<file path="config.mk">
export PLATFORM = sky130hd
export DESIGN_NAME = midi_route_ctrl
export DESIGN_NICKNAME = d
export VERILOG_FILES = /design/src/rtl/midi_router_pkg.sv /design/src/rtl/midi_route_ctrl_idle.sv /design/src/rtl/midi_route_ctrl.sv
export SDC_FILE = /design/constraint.sdc
export NUM_CORES = 1
export LEC_CHECK = 0
export BUFFER_PORTS_ARGS = -buffer_cell sky130_fd_sc_hd__buf_2
export CAP_MARGIN = 20
export CORE_MARGIN = 3
export CORE_UTILIZATION = 56
export DETAILED_ROUTE_END_ITERATION = 6
export PLACE_DENSITY_LB_ADDON = 0.12
export SYNTH_ARGS = -nofsm -noshare
export SYNTH_HDL_FRONTEND = slang
export SYNTH_HIERARCHICAL = 1
export SYNTH_SLANG_ARGS = --single-unit
</file>
<file path="constraint.sdc">
create_clock -name clk -period 2.7 [get_ports clk]
set_input_delay 0.54 -clock clk [delete_from_list [all_inputs] [get_ports clk]]
set_output_delay 0.54 -clock clk [all_outputs]
set_load 0.01 [all_outputs]
</file>
<file path="src/rtl/midi_router_pkg.sv">
// Shared constants, FSM state type and mask helper for the 4x4 MIDI router.
package midi_router_pkg;

    localparam int          NUM_PORTS   = 4;
    localparam int          MIDI_BAUD   = 31250;
    localparam logic [15:0] ROUTE_RESET = 16'hFFFF;

    typedef enum logic {
        RUN,
        PEND
    } route_state_t;

    // Input-selection mask for one output, taken from a packed route word.
    function automatic logic [NUM_PORTS-1:0] mask_slice(
        input logic [NUM_PORTS*NUM_PORTS-1:0] word,
        input int unsigned                    port
    );
        return word[NUM_PORTS*port +: NUM_PORTS];
    endfunction

endpackage

</file>
<file path="src/rtl/midi_route_ctrl_idle.sv">
// midi_idle_det: two-flop synchronizer and saturating idle counter for one MIDI input.
module midi_idle_det #(
    parameter int BIT_CLKS  = 384,
    parameter int IDLE_BITS = 10
) (
    input  logic clk,
    input  logic reset,
    input  logic line,
    output logic synced,
    output logic idle
);

    localparam int                IDLE_CLKS = IDLE_BITS * BIT_CLKS;
    localparam int                CNT_W     = $clog2(IDLE_CLKS + 1);
    localparam logic [CNT_W-1:0]  CNT_MAX   = CNT_W'(IDLE_CLKS);

    logic             meta;
    logic             sync_q;
    logic [CNT_W-1:0] cnt;

    always_ff @(posedge clk) begin
        if (reset) begin
            meta   <= 1'b1;
            sync_q <= 1'b1;
            cnt    <= '0;
        end else begin
            meta   <= line;
            sync_q <= meta;
            if (!sync_q)
                cnt <= '0;
            else if (cnt != CNT_MAX)
                cnt <= cnt + 1'b1;
        end
    end

    assign synced = sync_q;
    // Gated with the synced line so idle falls in the same cycle as the line.
    assign idle   = sync_q && (cnt == CNT_MAX);

endmodule

</file>
<file path="src/rtl/midi_route_ctrl.sv">
// Glitch-free MIDI route controller: commits new per-output masks only while the lines are idle.
// Optional forced commit after a timeout when MIDI_ROUTE_TIMEOUT_EN is defined.
module midi_route_ctrl
    import midi_router_pkg::*;
#(
    parameter int BIT_CLKS     = 384,
    parameter int IDLE_BITS    = 10,
    parameter int TIMEOUT_BITS = 3125
) (
    input  logic                           clk,
    input  logic                           reset,
    input  logic [NUM_PORTS*NUM_PORTS-1:0] cfg_word,
    input  logic                           cfg_valid,
    input  logic [NUM_PORTS-1:0]           midi_in,
    output logic [NUM_PORTS-1:0]           midi_out,
    output logic [NUM_PORTS*NUM_PORTS-1:0] active_mask,
    output logic [NUM_PORTS-1:0]           pending,
    output logic [NUM_PORTS-1:0]           forced
);

    if (BIT_CLKS < 1 || IDLE_BITS < 1 || TIMEOUT_BITS < 1) begin : g_bad_params
        $error("midi_route_ctrl: timing parameters must be positive");
    end

    logic [NUM_PORTS-1:0] synced;
    logic [NUM_PORTS-1:0] idle;

    for (genvar i = 0; i < NUM_PORTS; i++) begin : g_in
        midi_idle_det #(
            .BIT_CLKS  (BIT_CLKS),
            .IDLE_BITS (IDLE_BITS)
        ) u_idle (
            .clk    (clk),
            .reset  (reset),
            .line   (midi_in[i]),
            .synced (synced[i]),
            .idle   (idle[i])
        );
    end

    // Unselected inputs are forced high so an empty mask idles the output.
    always_ff @(posedge clk) begin
        if (reset) begin
            midi_out <= '1;
        end else begin
            for (int o = 0; o < NUM_PORTS; o++)
                midi_out[o] <= &(synced | ~mask_slice(active_mask, o));
        end
    end

    for (genvar o = 0; o < NUM_PORTS; o++) begin : g_out
        route_state_t         state;
        logic [NUM_PORTS-1:0] act;
        logic [NUM_PORTS-1:0] pmask;
        logic                 pend_flag;
        logic [NUM_PORTS-1:0] new_mask;
        logic                 cfg_change;
        logic                 lines_idle;
        logic                 timeout;
        logic                 commit;

        assign new_mask   = mask_slice(cfg_word, o);
        assign cfg_change = cfg_valid && (new_mask != act);
        assign lines_idle = &(idle | ~(act | pmask));
        // A config strobe always beats a commit landing in the same cycle.
        assign commit     = (state == PEND) && !cfg_valid && (lines_idle || timeout);

        always_ff @(posedge clk) begin
            if (reset) begin
                state     <= RUN;
                act       <= mask_slice(ROUTE_RESET, o);
                pmask     <= '0;
                pend_flag <= 1'b0;
            end else begin
                case (state)
                    RUN: begin
                        if (cfg_change) begin
                            pmask     <= new_mask;
                            pend_flag <= 1'b1;
                            state     <= PEND;
                        end
                    end
                    PEND: begin
                        if (cfg_valid) begin
                            pmask <= new_mask;
                            if (!cfg_change) begin
                                pend_flag <= 1'b0;
                                state     <= RUN;
                            end
                        end else if (commit) begin
                            act       <= pmask;
                            pend_flag <= 1'b0;
                            state     <= RUN;
                        end
                    end
                    default: state <= RUN;
                endcase
            end
        end

`ifdef MIDI_ROUTE_TIMEOUT_EN
        localparam int             TO_CLKS = TIMEOUT_BITS * BIT_CLKS;
        localparam int             TO_W    = $clog2(TO_CLKS + 1);
        localparam logic [TO_W-1:0] TO_LAST = TO_W'(TO_CLKS - 1);

        logic [TO_W-1:0] tcnt;
        logic            forced_flag;

        assign timeout = (state == PEND) && (tcnt == TO_LAST);

        // Restarted on every strobe; a commit without idle lines marks the output forced.
        always_ff @(posedge clk) begin
            if (reset) begin
                tcnt        <= '0;
                forced_flag <= 1'b0;
            end else begin
                if (cfg_valid || state == RUN)
                    tcnt <= '0;
                else if (!commit)
                    tcnt <= tcnt + 1'b1;

                if (cfg_valid)
                    forced_flag <= 1'b0;
                else if (commit && !lines_idle)
                    forced_flag <= 1'b1;
            end
        end

        assign forced[o] = forced_flag;
`else
        assign timeout   = 1'b0;
        assign forced[o] = 1'b0;
`endif

        assign active_mask[NUM_PORTS*o +: NUM_PORTS] = act;
        assign pending[o]                            = pend_flag;
    end

endmodule

</file>
# After elaboration in Yosys (flattened, before gate mapping)
# Cells that the tools add are included.
# totals
wordCells	179
inputBits	23
register_bits	100
# classes
bitwise_logic	29
reduce_logical	41
eq_ne	28
n_mux	48
add_sub_neg	4
# op_table
operator	n
$add 12x1->12 const B	4
$eq 12x12->1 const B	4
$ne 12x12->1 const B	4
$or 4x4->4	12
$mux 4	8
$not 4->4	8
$pmux 4 s2	4
$reduce_and 4->1	8
$mux 1	28
$reduce_and 3->1	8
$logic_and 1x1->1	16
$ne 2x2->1 const B	8
$ne 4x4->1	4
$pmux 1 s2	8
$ne 3x2->1 const B	4
$ne 3x3->1 const B	4
$not 1->1	9
$reduce_and 2->1	4
$reduce_or 2->1	4
$logic_not 1->1	1

# Depth between registers and ports, before layout
# logic_depth
word_depth	8
ltp_mapped	9
ltp_nobuf	9

# Modules after synthesis
# Netlist, hierarchy kept.
# by_module_without_submodules
module	instances	cells_each	seq_area_each_um2	area_each_um2
midi_route_ctrl	1	308	880.8	2698.8
midi_idle_det	4	75	280.3	658.1

# Worst setup path after synthesis
# Ideal clock, no wire load.
# synth_path
path_kind	register to register
from	register g_in[2].u_idle.cnt[6]
to	register g_out[2].act[0]
setup_time_ns	0.072
setup_slack_ns	0.341
path_buffers	0
synth_period_minus_slack_ns	2.359
t_arrival_ns	2.287
path_stages_with_launch	8
required_time_ns	2.628
path_cell_list	dfxtp_1 -> or4b_4 -> nor4_4 -> and2_2 -> o21bai_1 -> o2111ai_1 -> nor3b_2 -> mux2i_1
# synth_between
elab_chain_cells	6
# synth_rtl
item	line	source
start: declaration	midi_route_ctrl_idle.sv:19	logic [CNT_W-1:0] cnt;
start signal: assignment	midi_route_ctrl_idle.sv:32	cnt <= cnt + 1'b1;
$eq 12x12->1	midi_route_ctrl_idle.sv:38	assign idle = sync_q && (cnt == CNT_MAX);
$logic_and 1x1->1	midi_route_ctrl_idle.sv:38	
net idle[2]	midi_route_ctrl.sv:26	logic [NUM_PORTS-1:0] idle;
$or 4x4->4	midi_route_ctrl.sv:64	assign lines_idle = &(idle | ~(act | pmask));
$reduce_and 4->1	midi_route_ctrl.sv:64	
$logic_and 1x1->1	midi_route_ctrl.sv:66	assign commit = (state == PEND) && !cfg_valid && (lines_idle || timeout);
$reduce_and 3->1 (no line)	-	
end signal: assignment	midi_route_ctrl.sv:71	act <= mask_slice(ROUTE_RESET, o);
end signal: assignment	midi_route_ctrl.sv:91	act <= pmask;
end: declaration	midi_route_ctrl.sv:53	logic [NUM_PORTS-1:0] act;
# The timed path passes the listed nets, and every way through them passes these cells.
# A chain may end at the register's enable or synchronous reset.

# Worst setup path in the final report
# layout_path
from	register g_in[2].u_idle.cnt[6]
to	register g_out[2].act[2]
# The elaborated chain is that of the path after synthesis.

==> key figures <==
Outcome
  – Outcome: completed

Power
  – Max VDD drop: 0.348 mV
  – Power Dens Cells: just under 500 nW/um^2
  – P_leak: ~2.2 nW

Critical path
  – Arrival time worst endpoint: 2780 ps
  – Reg2Reg Depth: 7
  – Critical Path Start: g_in[2].u_idle/cnt[6]
  – Delay-heaviest family, CP: simple AND/OR/NAND/NOR gates
  – CP cell instances: or4b_4, nor4_4, and2_2, o21bai_1, o2111ai_1, nor3b_4, mux2i_1
  – Max stage delay on crit path: between 500 and 600 ps
  – Crit path buffers/inverters: 0
  – Critical path launch point type: flop
  – Slowest-stage cell, CP: or4b_4
  – CP Capture Type: flop
  – Critical Setup Path Class: flop to flop
  – Reg2reg setup slack: around 200 ps
  – Worst endpoint required time: 2980 ps
  – Largest fanout on the critical path: 6
  – Reg-to-reg critical path endpoint: g_out[2].act[2]
  – Reg-to-Reg Start: g_in[2].u_idle/cnt[6]

CTS
  – Clk_lat worst skew: 360 ps
  – Root buf cell: clkbuf_8
  – Clk slew on worst S/H paths: about 90 ps
  – CTS Buffer Depth: 2
  – CTS tree: built
  – CTS sink cnt: 100
  – Post-CTS Setup Bufs: 0
  – Num CTS Buffers: 9
  – CTS H-tree lvls: 3

Logic synthesis
  – Ys flop type: dfxtp_1
  – Post-synthesis compound-gate area fraction: 13.3%
  – Post-Synth Simple-Gate Area: roughly 31%
  – Xor and xnor area share after synthesis: ~5%
  – EDFF count, synth: 0
  – Synth cell types: 46
  – Cell area after synthesis: between 5000 and 6000 um^2
  – Cells after Synth: roughly 600
  – Register bit total from synthesis: 100
  – Async set-reset flop share out of synthesis: 0%
  – Most frequent cell after synthesis: dfxtp_1
  – Share of Yosys cell area claimed by the top area cell type: ~38%
  – Top post-synthesis cells by area: dfxtp_1 (38%), mux2i_1 (5.3%), nand2_1 (3.9%)
  – Seq/Total Area, Yosys: between 30% and 40%
  – Synth Area in Adders: under 10%
  – Multiplexer area fraction after synthesis: around 5.3%
  – Largest family of logic cells by synthesized area: simple AND/OR/NAND/NOR gates
  – Area leader, netlist: dfxtp_1
  – Post-synth top cells: dfxtp_1 (100), nand2_1 (55), nor2_1 (44)
  – Mean post-synth cell area: 8.77 um^2
  – Ys Warns: 6

Timing
  – RSZ-0062 raised after global routing: no
  – Fin crit share: between 90% and 100%
  – Slew Limit Fails: 0
  – Clock skew: between 10 and 15 ps
  – Fin Setup TNS: 0 ps
  – Rel. slew slack: between 60% and 70%
  – Fmax: approximately 400 MHz
  – Measured slew at the worst slew-check pin: ~550 ps
  – Final Setup Violations: 0
  – Crit path time final: ~2500 ps
  – Final Hold Viols: 0

Detailed routing
  – Vias: 4,562
  – Residual DRC: 0
  – Pre-antenna DRT Iters: 6
  – DRT antenna net count: 0
  – 1st-iter DRT viols: between 200 and 300
  – Final WL: roughly 12 mm
  – Routed vias/inst: 5.91
  – Wire per inst: 15.0 um

Placed design
  – IO Port Bufs: 46
  – Placed Area: ~5600 um^2
  – Hpwl dp: approximately 8.3 mm
  – Routability congestion estimate: 0.855

Floorplanning
  – Area of the die: approximately 11,000 um^2
  – Die Ht: a little over 100 um
  – Row count: 34
  – Core ar.: between 8000 and 9000 um^2
  – Chip Width: about 100 um
  – Top Ports: 51
  – Starting density of the core: between 50% and 60%

GRT
  – GRT overflow: 0
  – Initial antenna violation count: 0
  – Pin count of the biggest net entering global routing: 40
  – Vias in the first global route: between 4k and 5k
  – Global-route usage over all layers: 21.2%
  – First-pass GRT wire length: 19.3 mm

Worst hold path
  – Hold Path End: g_in[0].u_idle/meta
  – Hold Crit Class: input port to flop
  – Min-delay src: midi_in[0]
  – Worst Hold Depth: 2

Layout
  – Design area: around 5800 um^2
  – Layout cells sized above 1: between 15 and 20%
  – N_diodes: 0
  – Nets: between 600 and 700
  – Area Overhead vs Synth: 8.89%

Flow run
  – Max-cap viol count: 0
-- layout make-up --
class                   count  area, um^2
flip-flops and latches    100        2000
inverters                  33         124
multi-input cells         442        3020
clock inverters             5        60.1
repair buffers             55         298
well taps                 126         158
fillers                   789        3170
clock buffers              11         141
-- report_power, final --
group / total (mW) / internal [mW] / switching [mW]
Combinational: 0.272 / 0.114 / 0.158
Clock: 0.967 / 0.458 / 0.509
Sequential: 1.60 / 1.53 / 0.0673
Total: 2.84 / 2.10 / 0.735
-- per-stage QoR --
stage               util [%]  hold slack, ps  worst slack, ps  std cells  power (mW)
floorplan                  -             389              341        611        1.82
global placement        62.4             391              299        756        1.89
detailed placement      62.4             394              158        756        1.90
CTS                     64.6             346              139        772        2.86
global route            64.7             340             28.2        772        2.97
finish                  64.7             358              202        772        2.84
-- flip-flops by register name, indices dropped and copies added (netlist names) --
signal,count
g_out.act,16
g_in.u_idle/cnt,48
midi_out,4
g_in.u_idle/synced,4
g_in.u_idle/meta,4
g_out.pend_flag,4
g_out.state,4
g_out.pmask,16
-- what timing repair did --
item | in CTS | in global routing
hold buffers | 0 | 0
endpoints found under the setup margin | 0 | 4
gates resized for setup | 0 | 1
-- routing by layer --
layer / global-route usage [%] / up-vias / routed length [um]
li1: - / 2247 / -
met1: 27.3 / 2202 / 5320
met2: 36.9 / 104 / 5710
met3: 4.35 / 9 / 497
met4: 4.56 / 0 / 86
met5: 0 / - / 0
-- worst max path at each step --
stage                           end  slack, ps  cells past startpoint
global route        g_out[2].act[2]         30                      7
finish              g_out[2].act[2]        200                      7
global placement    g_out[2].act[3]        300                      7
floorplan           g_out[2].act[0]        340                      7
CTS                 g_out[2].act[2]        140                      7
detailed placement  g_out[2].act[3]        160                      7
-- cell usage in the layout, fill, tap and decap left out, types with 10 or more instances in the layout --
cell type  synthesis  routed
a21oi_1           28      28
a31oi_1           19      19
buf_2              6      46
clkbuf_8           0      10
dfxtp_1          100     100
inv_1             32      32
mux2i_1           28      28
nand2_1           55      55
nand3_1           40      40
nand4b_1          12      12
nor2_1            44      44
nor3b_1           20      20
o21ai_0           16      16
o21bai_1          16      16
o22ai_1           12      12
or3_1             20      20
or4b_1            12      12
xor2_1            12      12
-- logic make-up after synthesis --
family                   after synthesis
AND/OR/NAND/NOR                      266
AO/OA/AOI/OAI                        112
flip-flops                           100
buffers and inverters                 69
multiplexers                          28
XOR/XNOR                              24
adder cells (fa/ha/maj)                8
other                                  1
No activity file was read; power rests on OpenSTA's default activity.
